$ cat config.mk
export PLATFORM = sky130hd
export DESIGN_NAME = ram_display_scanner_flat
export DESIGN_NICKNAME = d
export VERILOG_FILES = /design/src/rtl/ram_scan_pkg.sv /design/src/rtl/ram_display_scanner_if.sv /design/src/rtl/ram_display_scanner.sv /design/src/flat_wrapper.sv
export SDC_FILE = /design/constraint.sdc
export NUM_CORES = 1
export LEC_CHECK = 0
export CORE_UTILIZATION = 35
export CTS_BUF_LIST = sky130_fd_sc_hd__clkbuf_2
export CTS_CLUSTER_DIAMETER = 100
export DETAILED_ROUTE_END_ITERATION = 12
export PLACE_DENSITY_LB_ADDON = 0.15
export SKIP_CTS_REPAIR_TIMING = 1
export SYNTH_ARGS = -nofsm -noshare
export SYNTH_HDL_FRONTEND = slang
export SYNTH_SLANG_ARGS = --single-unit
export TNS_END_PERCENT = 50
$ cat constraint.sdc
create_clock -name clk -period 3.2 [get_ports clk]
set_input_delay 0.64 -clock clk [delete_from_list [all_inputs] [get_ports clk]]
set_output_delay 0.64 -clock clk [all_outputs]
set_load 0.02 [all_outputs]
$ cat src/rtl/ram_scan_pkg.sv
// Shared definitions for the RAM display scanner: state encoding, default
// timing constants and the counter-width helper.
package ram_scan_pkg;

  typedef enum logic [2:0] {
    S_IDLE   = 3'd0,
    S_ISSUE  = 3'd1,
    S_WAIT   = 3'd2,
    S_HOLD   = 3'd3,
    S_FINISH = 3'd4
  } scan_state_e;

  localparam int unsigned DEFAULT_READ_LAT    = 2;
  localparam int unsigned DEFAULT_HOLD_CYCLES = 25_000_000;

  // Bits needed to count 0..n inclusive; never narrower than one bit.
  function automatic int unsigned cnt_width(input int unsigned n);
    return (n < 1) ? 1 : $clog2(n + 1);
  endfunction

  localparam int unsigned HOLD_CNT_W = cnt_width(DEFAULT_HOLD_CYCLES);

endpackage

$ cat src/rtl/ram_display_scanner_if.sv
// Read port between the scanner and one port of the dual-port bram.
interface ram_display_scanner_if #(
  parameter int unsigned ADDR_W = 10,
  parameter int unsigned DATA_W = 16
);
  logic [ADDR_W-1:0] rd_addr;
  logic [DATA_W-1:0] q;

  modport master (output rd_addr, input  q);
  modport slave  (input  rd_addr, output q);
endinterface

$ cat src/rtl/ram_display_scanner.sv
// Walks a bram address range and shows each word on four hex digits,
// holding each word for a programmable dwell. Strictly read-only.
module ram_display_scanner
  import ram_scan_pkg::*;
#(
  parameter int unsigned ADDR_W      = 10,
  parameter int unsigned DATA_W      = 16,
  parameter int unsigned READ_LAT    = DEFAULT_READ_LAT,
  parameter int unsigned HOLD_CYCLES = DEFAULT_HOLD_CYCLES
) (
  input  logic                  clk,
  input  logic                  reset,
  input  logic                  start,
  input  logic                  stop,
  input  logic                  step,
  input  logic                  loop_en,
  input  logic [ADDR_W-1:0]     base_addr,
  input  logic [ADDR_W-1:0]     last_addr,
  ram_display_scanner_if.master ram,
  output logic [3:0]            h3,
  output logic [3:0]            h2,
  output logic [3:0]            h1,
  output logic [3:0]            h0,
  output logic [ADDR_W-1:0]     cur_addr,
  output logic                  busy,
  output logic                  sample_valid,
  output logic                  done
);

  localparam int unsigned WAIT_W = cnt_width(READ_LAT);
  localparam int unsigned HOLD_W = cnt_width(HOLD_CYCLES);
  localparam logic [WAIT_W-1:0] WAIT_LAST = WAIT_W'(READ_LAT - 1);
  localparam logic [HOLD_W-1:0] HOLD_LAST = HOLD_W'(HOLD_CYCLES - 1);

  scan_state_e       state_q, state_n;
  logic [ADDR_W-1:0] cur_q, cur_n;
  logic [ADDR_W-1:0] base_q, base_n;
  logic [ADDR_W-1:0] last_q, last_n;
  logic [ADDR_W-1:0] rd_addr_q, rd_addr_n;
  logic [WAIT_W-1:0] wait_q, wait_n;
  logic [HOLD_W-1:0] hold_q, hold_n;
  logic              latch;
  logic              sample_valid_n;
  logic              done_n;
  logic              busy_n;

  assign ram.rd_addr = rd_addr_q;

  // NOTE: every signal gets its default before the case so that no path
  // leaves a variable unassigned, which would infer a latch.
  always_comb begin
    state_n        = state_q;
    cur_n          = cur_q;
    base_n         = base_q;
    last_n         = last_q;
    rd_addr_n      = rd_addr_q;
    wait_n         = wait_q;
    hold_n         = hold_q;
    latch          = 1'b0;
    sample_valid_n = 1'b0;
    done_n         = 1'b0;

    if (stop) begin
      state_n = S_IDLE;
    end else begin
      unique case (state_q)
        S_IDLE: begin
          if (start) begin
            base_n  = base_addr;
            last_n  = last_addr;
            cur_n   = base_addr;
            state_n = S_ISSUE;
          end
        end
        S_ISSUE: begin
          rd_addr_n = cur_q;
          wait_n    = '0;
          state_n   = S_WAIT;
        end
        S_WAIT: begin
          // >= rather than == so a corrupted count still terminates.
          if (wait_q >= WAIT_LAST) begin
            latch          = 1'b1;
            sample_valid_n = 1'b1;
            hold_n         = '0;
            state_n        = S_HOLD;
          end else begin
            wait_n = wait_q + 1'b1;
          end
        end
        S_HOLD: begin
          if (step || hold_q >= HOLD_LAST) begin
            if (cur_q != last_q) begin
              cur_n   = cur_q + 1'b1;
              state_n = S_ISSUE;
            end else if (loop_en) begin
              cur_n   = base_q;
              state_n = S_ISSUE;
            end else begin
              state_n = S_FINISH;
            end
          end else begin
            hold_n = hold_q + 1'b1;
          end
        end
        S_FINISH: begin
          done_n  = 1'b1;
          state_n = S_IDLE;
        end
        default: state_n = S_IDLE;
      endcase
    end

    // busy stays up through the done pulse so it falls one cycle after done.
    busy_n = (state_n != S_IDLE) || done_n;
  end

  // NOTE: sequential state uses non-blocking assignments so every register
  // samples pre-edge values, independent of statement order.
  always_ff @(posedge clk or negedge reset) begin
    if (!reset) begin
      state_q      <= S_IDLE;
      cur_q        <= '0;
      base_q       <= '0;
      last_q       <= '0;
      rd_addr_q    <= '0;
      wait_q       <= '0;
      hold_q       <= '0;
      h3           <= '0;
      h2           <= '0;
      h1           <= '0;
      h0           <= '0;
      cur_addr     <= '0;
      busy         <= 1'b0;
      sample_valid <= 1'b0;
      done         <= 1'b0;
    end else begin
      state_q      <= state_n;
      cur_q        <= cur_n;
      base_q       <= base_n;
      last_q       <= last_n;
      rd_addr_q    <= rd_addr_n;
      wait_q       <= wait_n;
      hold_q       <= hold_n;
      busy         <= busy_n;
      sample_valid <= sample_valid_n;
      done         <= done_n;
      if (latch) begin
        h3       <= ram.q[15:12];
        h2       <= ram.q[11:8];
        h1       <= ram.q[7:4];
        h0       <= ram.q[3:0];
        cur_addr <= cur_q;
      end
    end
  end

endmodule

$ cat src/flat_wrapper.sv
// flat-port wrapper written by rule: the top's interface ports become plain ports
module ram_display_scanner_flat import ram_scan_pkg::*;
#(
  parameter int unsigned ADDR_W      = 10,
  parameter int unsigned DATA_W      = 16,
  parameter int unsigned READ_LAT    = DEFAULT_READ_LAT,
  parameter int unsigned HOLD_CYCLES = DEFAULT_HOLD_CYCLES
)
  (clk, reset, start, stop, step, loop_en, base_addr, last_addr, h3, h2, h1, h0, cur_addr, busy, sample_valid, done, ram_rd_addr, ram_q);
  ram_display_scanner_if #(.ADDR_W(ADDR_W), .DATA_W(DATA_W)) ram_i ();
  input  logic clk;
  input  logic reset;
  input  logic start;
  input  logic stop;
  input  logic step;
  input  logic loop_en;
  input  logic [ADDR_W-1:0] base_addr;
  input  logic [ADDR_W-1:0] last_addr;
  output logic [3:0] h3;
  output logic [3:0] h2;
  output logic [3:0] h1;
  output logic [3:0] h0;
  output logic [ADDR_W-1:0] cur_addr;
  output logic busy;
  output logic sample_valid;
  output logic done;
  output wire logic [$bits(ram_i.rd_addr)-1:0] ram_rd_addr;
  input wire logic [$bits(ram_i.q)-1:0] ram_q;
  assign ram_rd_addr = ram_i.rd_addr;
  assign ram_i.q = ram_q;
  ram_display_scanner #(.ADDR_W(ADDR_W), .DATA_W(DATA_W), .READ_LAT(READ_LAT), .HOLD_CYCLES(HOLD_CYCLES)) u_core (.clk(clk), .reset(reset), .start(start), .stop(stop), .step(step), .loop_en(loop_en), .base_addr(base_addr), .last_addr(last_addr), .ram(ram_i), .h3(h3), .h2(h2), .h1(h1), .h0(h0), .cur_addr(cur_addr), .busy(busy), .sample_valid(sample_valid), .done(done));
endmodule
==> impl_metrics.csv <==
group,metric,value,unit
cts,cts_tree,"yes",
sta,tightest_slew,823.9,ps
sta,drv_slew,0,
critical_path,max_stage_delay,570,ps
routing,drtPass1Iterations,4,
floorplanning,die_area,14290,um^2
global_routing,grt_pass1_wl,18550,um
critical_path,path_cells,"or4_4, a211o_1, a32oi_2, a21oi_2, buf_4, or3_1, a21oi_1",
yosys,synthCells,475,
floorplanning,coreArea,13350,um^2
power,p_per_area,703.3,nW/um^2
finish,final_area,5926,um^2
cts,clock_tree.root_cell,"clkbuf_2",
routing,initialDrtViolationCount,189,
worst_hold_path,hold_path.class,"in2async",
routing,ant_nets,0,
critical_path,cp.buffers_inverters,1,
critical_path,cp_slowest_cell,"or4_4",
cts,cts.htree.levels,3,
yosys,synthFlopType,"dfrtp_1",
sta,setup_tns,0,ps
floorplanning,initial_core_util,36.22,%
floorplanning,fp-row-count,42,
yosys,synthTopCellsByArea,"dfrtp_1 51%, mux2_2 8.6%, nand2_1 8.0%",
sta,hold_viol_final,0,
sta,layout_setup_ws,465.0,ps
cts,clk_pin_slew,240,ps
cts,clk_path_buf_depth,2,
placed_design,placed_cell_area,5806,um^2
status,status,"complete, no violations",
finish,seq_area,2477,um^2
finish,finish.utilization,44.39,%
placed_design,dp_hpwl,7468,um
yosys,ys_ff_latch,99,
finish,num_antenna_cells,0,
floorplanning,io_pins,81,
critical_path,path_delay_family,"compound AO/OA/AOI/OAI gates",
finish,finalNonFillerCells,727,
yosys,syn_avg_cell_area,10.18,um^2
sta,fmax,365.6,MHz
yosys,synth_edf_count,0,
power,power,4.167,mW
sta,period_needed,2735,ps
yosys,yosysWarnings,0,
finish,drive_gt1_share,13.97,%
global_routing,grt_max_degree,63,
critical_path,cp_max_fo,17,
yosys,synth-seq-area-share,51.24,%
sta,fin_crit_sh,85.47,%
sta,setup_violations,0,
yosys,synth_most_common_cell,"nand2_1",
global_routing,globalRouteOverflowTotal,0,
cts,clkLatencyLatePin,580,ps
sta,worst_clock_skew,27.72,ps
yosys,synth-async-reset-ratio,100.0,%
yosys,synthTopCellsByCount,"103 x nand2_1, 99 x dfrtp_1, 37 x mux2_2",
finish,fillers,1314,
critical_path,rrSetupSlack,460,ps
routing,vias,3629,
critical_path,path_class,"reg2reg",
global_routing,antenna_found_initial,0,
yosys,synth_area,4835,um^2
critical_path,end_kind,"register",
placed_design,place_inst,713,
sta,whs,120.3,ps
global_routing,grt_pass1_vias,3656,
placed_design,portBuffers,80,
power,p_leak,2.631,nW
sta,slew_headroom,45.07,%
global_routing,grt_usage,16.52,%
floorplanning,die_height,119.5,um
yosys,synth_nets,520,
critical_path,worstPathRequired,3720,ps
placed_design,gp_congestion,0.8006,
routing,wire_per_inst,14.84,um
finish,multi_input_area,2181,um^2
routing,wl,10790,um
yosys,synth_cell_types,55,
critical_path,r2r-end,"u_core.hold_q[14]",
sta,rsz0062_at_grt,"false",
placed_design,pre_cts_ws,405.3,ps
floorplanning,die_w,119.5,um
critical_path,reg2regPathDepth,7,
yosys,synth_top_cell_by_area,"dfrtp_1",
routing,drc,0,
critical_path,startpoint_type,"register",
job,max_cap_violations,0,
critical_path,r2r_start,"u_core.hold_q[15]",
cts,clock-sinks,99,
yosys,synth_top_area_share,51.24,%
routing,via_per_inst,4.992,
power,ir_worst_vdd,0.2131,mV
finish,areaGrowthSynthToFinish,22.57,%
critical_path,worstPathArrival,3250,ps
finish,fin_nets,593,
cts,numCtsBuffers,9,
[worst max-delay path by stage]
stage,from,end,slack (ps),cells after the start
after CTS,u_core.hold_q[15],u_core.hold_q[14],450,7
after floorplan,u_core.hold_q[15],u_core.cur_q[9],820,6
after global placement,stop,u_core.base_q[3],470,6
after global routing,u_core.hold_q[15],u_core.hold_q[13],250,7
final,u_core.hold_q[15],u_core.hold_q[14],460,7
after detailed placement,stop,u_core.base_q[1],410,6
[final cells by class]
class | count | area share (%)
Timing Repair Buffer | 91 | 15.08
Inverter | 9 | 0.5701
Sequential cell | 99 | 41.81
Multi-Input combinational cell | 338 | 36.80
Clock inverter | 3 | 1.098
Clock buffer | 11 | 0.9291
Tap cell | 176 | 3.716
[kinds of logic (layout without fill, tap and decap cells)]
family	after synthesis	count (layout)	synth area share (%)
simple gates	199	199	20.68
compound gates	65	65	8.463
fa+ha+maj	3	3	0.7765
xor+xnor	24	24	4.348
buf+inv	38	114	3.778
mux	47	47	10.71
flops	99	99	51.24
[worst reg2reg max path: cells and delay by family, from the launching register on]
| kind | cells | cell delay [ps] |
|---|---|---|
| flops | 1 | 510 |
| simple gates | 2 | 910 |
| buf+inv | 1 | 240 |
| compound gates | 4 | 1030 |
[power breakdown]
group          switching, mW  internal (mW)
clock network          0.405          0.255
logic                  0.719          0.797
registers              0.349           1.64
[state kept, by name, summed over array words and instances, names as in the netlist]
name                 count
u_core.base_q           10
u_core.busy              1
u_core.cur_addr         10
u_core.cur_q            10
u_core.done              1
u_core.h0                4
u_core.h1                4
u_core.h2                4
u_core.h3                4
u_core.hold_q           25
u_core.last_q           10
u_core.ram.rd_addr      10
u_core.sample_valid      1
u_core.state_q           3
u_core.wait_q            2
[per-layer routing]
metal	up-vias	part of all wire, %	GRT usage (%)
met5	-	0	0
met2	71	46	26.19
met1	1750	49	22.25
met3	7	4.3	3.137
met4	0	1.1	6.563
li1	1801	-	-
[layout by cell type (no fill, tap or decap), drive strengths merged, types with 2 or more instances in the layout]
master	n
a211o	2
a21o	2
a21oi	18
a22o	2
and2	6
and3	9
and4	2
buf	12
bufinv	2
clkbuf	11
clkdlybuf4s50	79
dfrtp	99
ha	3
inv	9
mux2	38
mux2i	9
nand2	103
nand2b	3
nand3	12
nand3b	2
nand4	16
nor2	15
nor4	4
nor4b	2
o21ai	29
o31ai	3
or3	13
or4	7
xnor2	7
xor2	17
Power figures use the tool's default switching activity.
